--- config.mk ---
export PLATFORM = sky130hd
export DESIGN_NAME = axi_rd_responder
export DESIGN_NICKNAME = d
export VERILOG_FILES = /design/src/rtl/axi_rd_responder.sv
export SDC_FILE = /design/constraint.sdc
export NUM_CORES = 1
export LEC_CHECK = 0
export ABC_AREA = 0
export CORE_MARGIN = 1.5
export CORE_UTILIZATION = 54
export CTS_CLUSTER_DIAMETER = 80
export DETAILED_ROUTE_END_ITERATION = 8
export MAX_ROUTING_LAYER = met4
export PLACE_DENSITY = 0.95
export SLEW_MARGIN = 0
export SYNTH_ARGS = -nofsm -noshare
export SYNTH_HDL_FRONTEND = slang
export SYNTH_SLANG_ARGS = --single-unit
--- constraint.sdc ---
create_clock -name S_AXI_ACLK -period 3.7 [get_ports S_AXI_ACLK]
set_clock_uncertainty 0.15 [all_clocks]
set_input_delay 0.555 -clock S_AXI_ACLK [delete_from_list [all_inputs] [get_ports S_AXI_ACLK]]
set_output_delay 0.555 -clock S_AXI_ACLK [all_outputs]
set_load 0.01 [all_outputs]
--- src/rtl/axi_rd_responder.sv ---
// AXI4 read responder returning BURST_LEN address-patterned beats per AR transfer.
// Optional macro AXI_RD_RSP_THROTTLE_EN inserts LFSR-driven one-cycle RVALID gaps between beats.
module axi_rd_responder #(
  parameter int unsigned ADDR_WIDTH = 30,
  parameter int unsigned DATA_WIDTH = 64,
  parameter int unsigned BURST_LEN  = 16,
  parameter int unsigned RD_LATENCY = 4,
  parameter logic [ADDR_WIDTH-1:0] ADDR_LIMIT = 'h2000_0000
) (
  input  logic                  S_AXI_ACLK,
  input  logic                  S_AXI_ARESET,
  input  logic [ADDR_WIDTH-1:0] S_AXI_ARADDR,
  input  logic                  S_AXI_ARVALID,
  output logic                  S_AXI_ARREADY,
  output logic [DATA_WIDTH-1:0] S_AXI_RDATA,
  output logic [1:0]            S_AXI_RRESP,
  output logic                  S_AXI_RLAST,
  output logic                  S_AXI_RVALID,
  input  logic                  S_AXI_RREADY,
  output logic [15:0]           bursts_done,
  output logic                  busy
);

  localparam int unsigned CntW = (BURST_LEN > 1) ? $clog2(BURST_LEN) : 1;
  localparam logic [ADDR_WIDTH-1:0] BeatBytes = ADDR_WIDTH'(DATA_WIDTH / 8);

  typedef enum logic [1:0] {StIdle, StWait, StBurst, StGap} state_e;

  state_e                state_q, state_d;
  logic                  slot_full_q, slot_full_d;
  logic [ADDR_WIDTH-1:0] slot_addr_q, slot_addr_d;
  logic [ADDR_WIDTH-1:0] beat_addr_q, beat_addr_d;
  logic [CntW-1:0]       beat_cnt_q, beat_cnt_d;
  logic [7:0]            lat_cnt_q, lat_cnt_d;
  logic                  oor_q, oor_d;
  logic [15:0]           bursts_done_q, bursts_done_d;

  logic        ar_hs;
  logic        r_hs;
  logic        last_beat;
  logic [31:0] beat_word;

`ifdef AXI_RD_RSP_THROTTLE_EN
  logic [7:0] lfsr_q;

  // Fibonacci LFSR, taps 8,6,5,4
  always_ff @(posedge S_AXI_ACLK) begin
    if (S_AXI_ARESET) begin
      lfsr_q <= 8'hA5;
    end else begin
      lfsr_q <= {lfsr_q[6:0], lfsr_q[7] ^ lfsr_q[5] ^ lfsr_q[4] ^ lfsr_q[3]};
    end
  end
`endif

  assign ar_hs     = S_AXI_ARVALID & ~slot_full_q;
  assign r_hs      = (state_q == StBurst) & S_AXI_RREADY;
  assign last_beat = (beat_cnt_q == CntW'(BURST_LEN - 1));

  always_comb begin
    state_d       = state_q;
    slot_full_d   = slot_full_q;
    slot_addr_d   = slot_addr_q;
    beat_addr_d   = beat_addr_q;
    beat_cnt_d    = beat_cnt_q;
    lat_cnt_d     = lat_cnt_q;
    oor_d         = oor_q;
    bursts_done_d = bursts_done_q;

    // Accept and consume are exclusive: accept needs an empty slot, consume a full one.
    if (ar_hs) begin
      slot_full_d = 1'b1;
      slot_addr_d = S_AXI_ARADDR;
    end

    unique case (state_q)
      StIdle: begin
        if (slot_full_q) begin
          state_d     = StWait;
          slot_full_d = 1'b0;
          beat_addr_d = slot_addr_q;
          oor_d       = (slot_addr_q >= ADDR_LIMIT);
          lat_cnt_d   = 8'(RD_LATENCY);
          beat_cnt_d  = '0;
        end
      end
      StWait: begin
        if (lat_cnt_q == 8'd0) begin
          state_d = StBurst;
        end else begin
          lat_cnt_d = lat_cnt_q - 8'd1;
        end
      end
      StBurst: begin
        if (r_hs) begin
          beat_cnt_d = beat_cnt_q + CntW'(1);
          if (last_beat) begin
            bursts_done_d = bursts_done_q + 16'd1;
            state_d       = StIdle;
          end else begin
            beat_addr_d = beat_addr_q + BeatBytes;
`ifdef AXI_RD_RSP_THROTTLE_EN
            if (lfsr_q[0]) begin
              state_d = StGap;
            end
`endif
          end
        end
      end
      StGap: begin
        state_d = StBurst;
      end
    endcase
  end

  always_ff @(posedge S_AXI_ACLK) begin
    if (S_AXI_ARESET) begin
      state_q       <= StIdle;
      slot_full_q   <= 1'b0;
      slot_addr_q   <= '0;
      beat_addr_q   <= '0;
      beat_cnt_q    <= '0;
      lat_cnt_q     <= 8'd0;
      oor_q         <= 1'b0;
      bursts_done_q <= 16'd0;
    end else begin
      state_q       <= state_d;
      slot_full_q   <= slot_full_d;
      slot_addr_q   <= slot_addr_d;
      beat_addr_q   <= beat_addr_d;
      beat_cnt_q    <= beat_cnt_d;
      lat_cnt_q     <= lat_cnt_d;
      oor_q         <= oor_d;
      bursts_done_q <= bursts_done_d;
    end
  end

  // R outputs decode registered state only, so they hold steady through a stall.
  assign beat_word     = 32'(beat_addr_q);
  assign S_AXI_ARREADY = ~slot_full_q;
  assign S_AXI_RVALID  = (state_q == StBurst);
  assign S_AXI_RLAST   = S_AXI_RVALID & last_beat;
  assign S_AXI_RRESP   = (S_AXI_RVALID & oor_q) ? 2'b10 : 2'b00;
  assign S_AXI_RDATA   = (S_AXI_RVALID & ~oor_q) ? {(DATA_WIDTH / 32){beat_word}} : '0;
  assign bursts_done   = bursts_done_q;
  assign busy          = (state_q != StIdle) | slot_full_q;

endmodule

* After elaboration in Yosys (flattened, before gate mapping)
Index checks and enable logic that the tools add are counted.
** Operators by class
- Add/sub/neg operators :: 4
- Order comparisons :: 1
- Eq/ne operators :: 10
- Multiplexer cells :: 20
- Bitwise logic cells :: 8
- Reduce and logical (&&, ||, !) cells :: 11
** Operators by type and width (number)
- 2-to-1 mux 30 bit :: 3
- 2-to-1 mux 62 bit :: 1
- case mux 30 bit (2 select lines) :: 1
- adder 30 x 4 -> 30 bit, second input constant :: 1
- >= comparator 30 bit, second input constant :: 1
- adder 16 x 1 -> 16 bit, second input constant :: 1
- 2-to-1 mux 8 bit :: 2
- case mux 8 bit (2 select lines) :: 1
- 2-to-1 mux 2 bit :: 5
- AND reduction 3 bit :: 3
- zero test 8 bit :: 1
- 2-to-1 mux 4 bit :: 2
- inequality test 2 bit, second input constant :: 4
- case mux 2 bit (4 select lines) :: 1
- case mux 4 bit (2 select lines) :: 1
- AND reduction 4 bit :: 2
- subtractor 8 x 1 -> 8 bit, second input constant :: 1
- nonzero test 2 bit :: 3
- AND 1 bit :: 5
- adder 4 x 1 -> 4 bit, second input constant :: 1
- == test 2 bit, second input constant :: 2
- == test 4 bit, second input constant :: 1
- inequality test 2 x 1 -> 1 bit, second input constant :: 2
- 2-to-1 mux 1 bit :: 3
- 5 further kinds :: 6
** Word-level totals
- Flip-flop bits (word level) :: 92
- Input port bits :: 34
- Output and inout port bits :: 86
- Logic and storage cells :: 62

* Logic depth before layout (Yosys ltp)
- Word-level depth :: 5
- Gate-level depth with buffers :: 10
- Gate-level depth less buffers :: 7

* Worst setup path after synthesis
No wires, ideal clock.
- Path kind :: flip-flop to output port
- Start point :: register state_q[0]
- End point :: output S_AXI_RDATA[54]
- Data arrival time :: 1.576 ns
- Required time :: 2.995 ns
- Path slack :: 1.419 ns
- Cell stages (with the launch flop) :: 9
- Path buffers :: 5
- Path through :: dfxtp_1 buf_2 nand2b_1 buf_2 nor2_1 clkbuf_1 clkbuf_1 and2_1 buf_4
** Between the ends
- Longest elaborated chain between the ends :: 3
** Ends and longest elaborated chain
- from (decl) :: line 29 : state_e state_q, state_d;
- from (signal assigned) :: line 118 : state_q <= StIdle;
- from (signal assigned) :: line 127 : state_q <= state_d;
- == test 2 bit :: line 141 : assign S_AXI_RVALID = (state_q == StBurst);
- AND 1 bit :: line 144 : assign S_AXI_RDATA = (S_AXI_RVALID & ~oor_q) ? {(DATA_WIDTH / 32){beat_word}} : '0;
- 2-to-1 mux 62 bit :: line 144
- to (decl) :: line 15 : output logic [DATA_WIDTH-1:0] S_AXI_RDATA,
No other way between the ends.

* Worst setup path after layout
- Start point :: register state_q[0]
- End point :: output S_AXI_RRESP[1]
** Between the ends
- Longest elaborated chain between the ends :: 3
** Ends and longest elaborated chain
- == test 2 bit :: line 141
- AND 1 bit :: line 143 : assign S_AXI_RRESP = (S_AXI_RVALID & oor_q) ? 2'b10 : 2'b00;
- 2-to-1 mux 2 bit :: line 143
- to (decl) :: line 16 : output logic [1:0] S_AXI_RRESP,
No other way between the ends.

==> key figures <==
Run status
  – Outcome: complete, no violations

Global routing
  – Antenna violations before repair: 0
  – First-pass GRT wire length: 20.3 mm
  – Met2 Use GR: 43.3%
  – Largest net degree at the start of global routing: 88
  – Overall Global Routing Usage: 26.4%
  – Met3 usage: 4.24%
  – Total congestion overflow: 0
  – Most Crowded Layer GR: met2
  – Met1 GRT Util: 32.7%
  – Number of global-route vias before repair: 4415

Routing
  – Antenna-violating nets left: 0
  – DRT Wirelength: 12.3 mm
  – DRC: 0
  – Post-DR vias/cell: 5.90
  – Vias: 4746
  – Starting DRT DRC Count: 434
  – DR pass1 iterations: 5
  – DR WL/cell: 15.3 um

Clock network
  – TritonCTS clock tree: built
  – Clock buffer depth: 2
  – Number of hold buffers added after cts: 0
  – Clk Latency, worst-skew pair: 0.37 ns
  – Post-CTS sizing: 0
  – Clock buffer count from CTS: 9
  – Clk sink count: 92
  – Root Driver: clkbuf_8
  – Clk slew on worst S/H paths: 0.08 ns
  – H-tree depth: 3
  – Post CTS Setup Buffer Count: 0

Critical path
  – Worst Setup End Kind: output pin
  – CP Launch Type: flop
  – Kind of critical path: flop to output pin
  – Reg-to-reg endpoint: beat_addr_q[5]
  – Reg-to-Reg Start: state_q[0]
  – R2R cell count: 9
  – CP required: 2.99 ns
  – Data arrival, critical path: 2.38 ns
  – Critical Path Start: state_q[0]
  – Crit Path Max Fanout: 43
  – R2r setup slk: 1.01 ns

Floorplanning
  – Die Footprint: 9540 sq um
  – # rows: 34
  – Die width: 97.7 um
  – I/O pin cnt: 120
  – Die Y: 97.7 um
  – Core area: 8720 sq um
  – Initial Utilization: 55.5%

Synth
  – Top cells by area, synth: dfxtp_1, nand2_1, a21oi_1, buf_4, nor2_1
  – Leading area contributor after synthesis: dfxtp_1
  – Mapped Cells: 628
  – #FFs+latches synth: 92
  – Synth Warn #: 0
  – Post-synth EDFFs: 0
  – Share of flip-flops with an asynchronous set or reset: 0%
  – Predominant post-synthesis flop cell: dfxtp_1
  – Unique cell type count in the Yosys netlist: 61
  – Post-synthesis sequential area ratio: 38.0%
  – Synth top area share: 38.0%
  – Post-synth top cells: nand2_1, dfxtp_1, a21oi_1
  – Syn avg cell area: 7.71 sq um
  – Most frequent cell after synthesis: nand2_1
  – Mapped cell area: 4840 sq um

Hold path
  – Hold Crit Endpoint: slot_addr_q[18]
  – Min-Delay Startpoint: slot_addr_q[18]
  – Hold Path Depth: 2
  – Hold crit path type: flop to flop

Placement
  – HPWL Detailed: 8.78 mm
  – Port Buffers: 114
  – GPL Wtd Cong: 0.922
  – Dpl cells: 788

Run
  – Max_cap viols: 0

STA
  – Fin Hold WS: 0.308 ns
  – Finish-stage setup viols: 0
  – Final hold violations: 0
  – Minimum clock period after layout: 3.09 ns
  – Part of the cycle the worst path needs: 83.4%
  – TNS Setup: 0 ns
  – RSZ-0062 raised after global routing: false
  – F_max: 0.324 GHz
  – Max-slew violation count: 0
  – Slew @ Worst Pin: 1.08 ns
  – Slew Limit Headroom: 27.6%

Finish
  – Fillers: 716
  – # diodes: 0
  – Nets: 730
  – Layout cell share with drive strength beyond 1: 5.46%
  – Final cell count without fillers: 804
  – Area Growth Syn to Fin: 22.4%

Power
  – Peak VDD IR: 0.000231 V
  – LEAKAGE: 0.00207 uW
  – Power Density: 351 nW/um^2
==> sequential cells by signal, summed over array words and instances (netlist names) <==
name and count:
oor_q 1, beat_addr_q 30, beat_cnt_q 4, state_q 2, slot_addr_q 30, bursts_done 16, slot_full_q 1, lat_cnt_q 8
==> through the flow <==
stage	total power [uW]	cell area, sq um	utilization [%]	setup slack [ns]
CTS	2080	5920	67.9	0.607
detailed placement	1490	5760	66.0	1.01
global placement	1480	5760	66.0	1.08
floorplan	1370	4860	-	1.42
finish	2080	5920	67.9	0.615
global route	2170	5920	67.9	0.447
==> where the power goes <==
part	leakage [uW]	switching, uW	internal [uW]
registers	0.000749	60.5	1040
logic	0.00124	219	153
clock network	0.0000799	356	247
==> critical path: stages, from the launching register on <==
cell and delay, ns:
dfxtp_1 0.48, nand2b_1 0.17, buf_4 0.39, inv_1 0.27, and2_1 0.23, clkdlybuf4s50_1 0.48
==> layout make-up <==
type                    count  area, sq um  share of cell area [%]
flip-flops and latches     92         1840                    31.1
multi-input cells         458         2550                    43.1
clock buffers              11          131                    2.22
well taps                 108          135                    2.28
clock inverters             5         37.5                   0.634
inverters                   8         30.0                   0.507
repair buffers            122         1200                    20.2
==> layout by cell type (no fill, tap or decap), drive strengths merged, types with 4 or more instances in the layout <==
cell type,Yosys,layout
ha,5,5
a2bb2oi,4,4
xor2,7,7
a21o,5,5
inv,8,9
nor4,13,13
or3,8,8
clkbuf,22,11
a31oi,5,5
clkdlybuf4s50,0,113
and3,7,7
o21ai,18,18
dfxtp,92,92
nor2,59,59
nor3,15,15
nand2b,5,5
a22oi,9,9
nand3,30,30
buf,52,9
nand4,14,14
nand2,105,105
xnor2,9,9
and2,33,33
a21oi,62,62
conb,1,5
==> cells by family (layout without fill, tap and decap cells) <==
logic type / after synthesis / after routing / synth area share [%]
AND/OR/NAND/NOR: 306 / 306 / 32.2
AO/OA/AOI/OAI: 124 / 124 / 15.5
flip-flops: 92 / 92 / 38.0
buffers and inverters: 82 / 146 / 9.59
XOR/XNOR: 16 / 16 / 2.89
adder cells (fa/ha/maj): 5 / 5 / 1.29
multiplexers: 2 / 2 / 0.414
other: 1 / 5 / 0.0775
==> worst max-delay path by stage <==
stage                     cells after the start  slack (ns)              end
after global routing                          5        0.45  S_AXI_RDATA[43]
final                                         5        0.61   S_AXI_RRESP[1]
after CTS                                     5        0.61  S_AXI_RDATA[45]
after global placement                        5        1.08   S_AXI_RRESP[1]
after detailed placement                      5        1.01  S_AXI_RDATA[45]
after floorplan                               8        1.42  S_AXI_RDATA[54]
==> routing by layer <==
metal / vias to the layer above / routed length [um]
met3: 47 / 967
met2: 238 / 5940
met1: 2202 / 5120
met5: - / 0
met4: 0 / 310
li1: 2259 / -
Power figures use the tool's default switching activity.
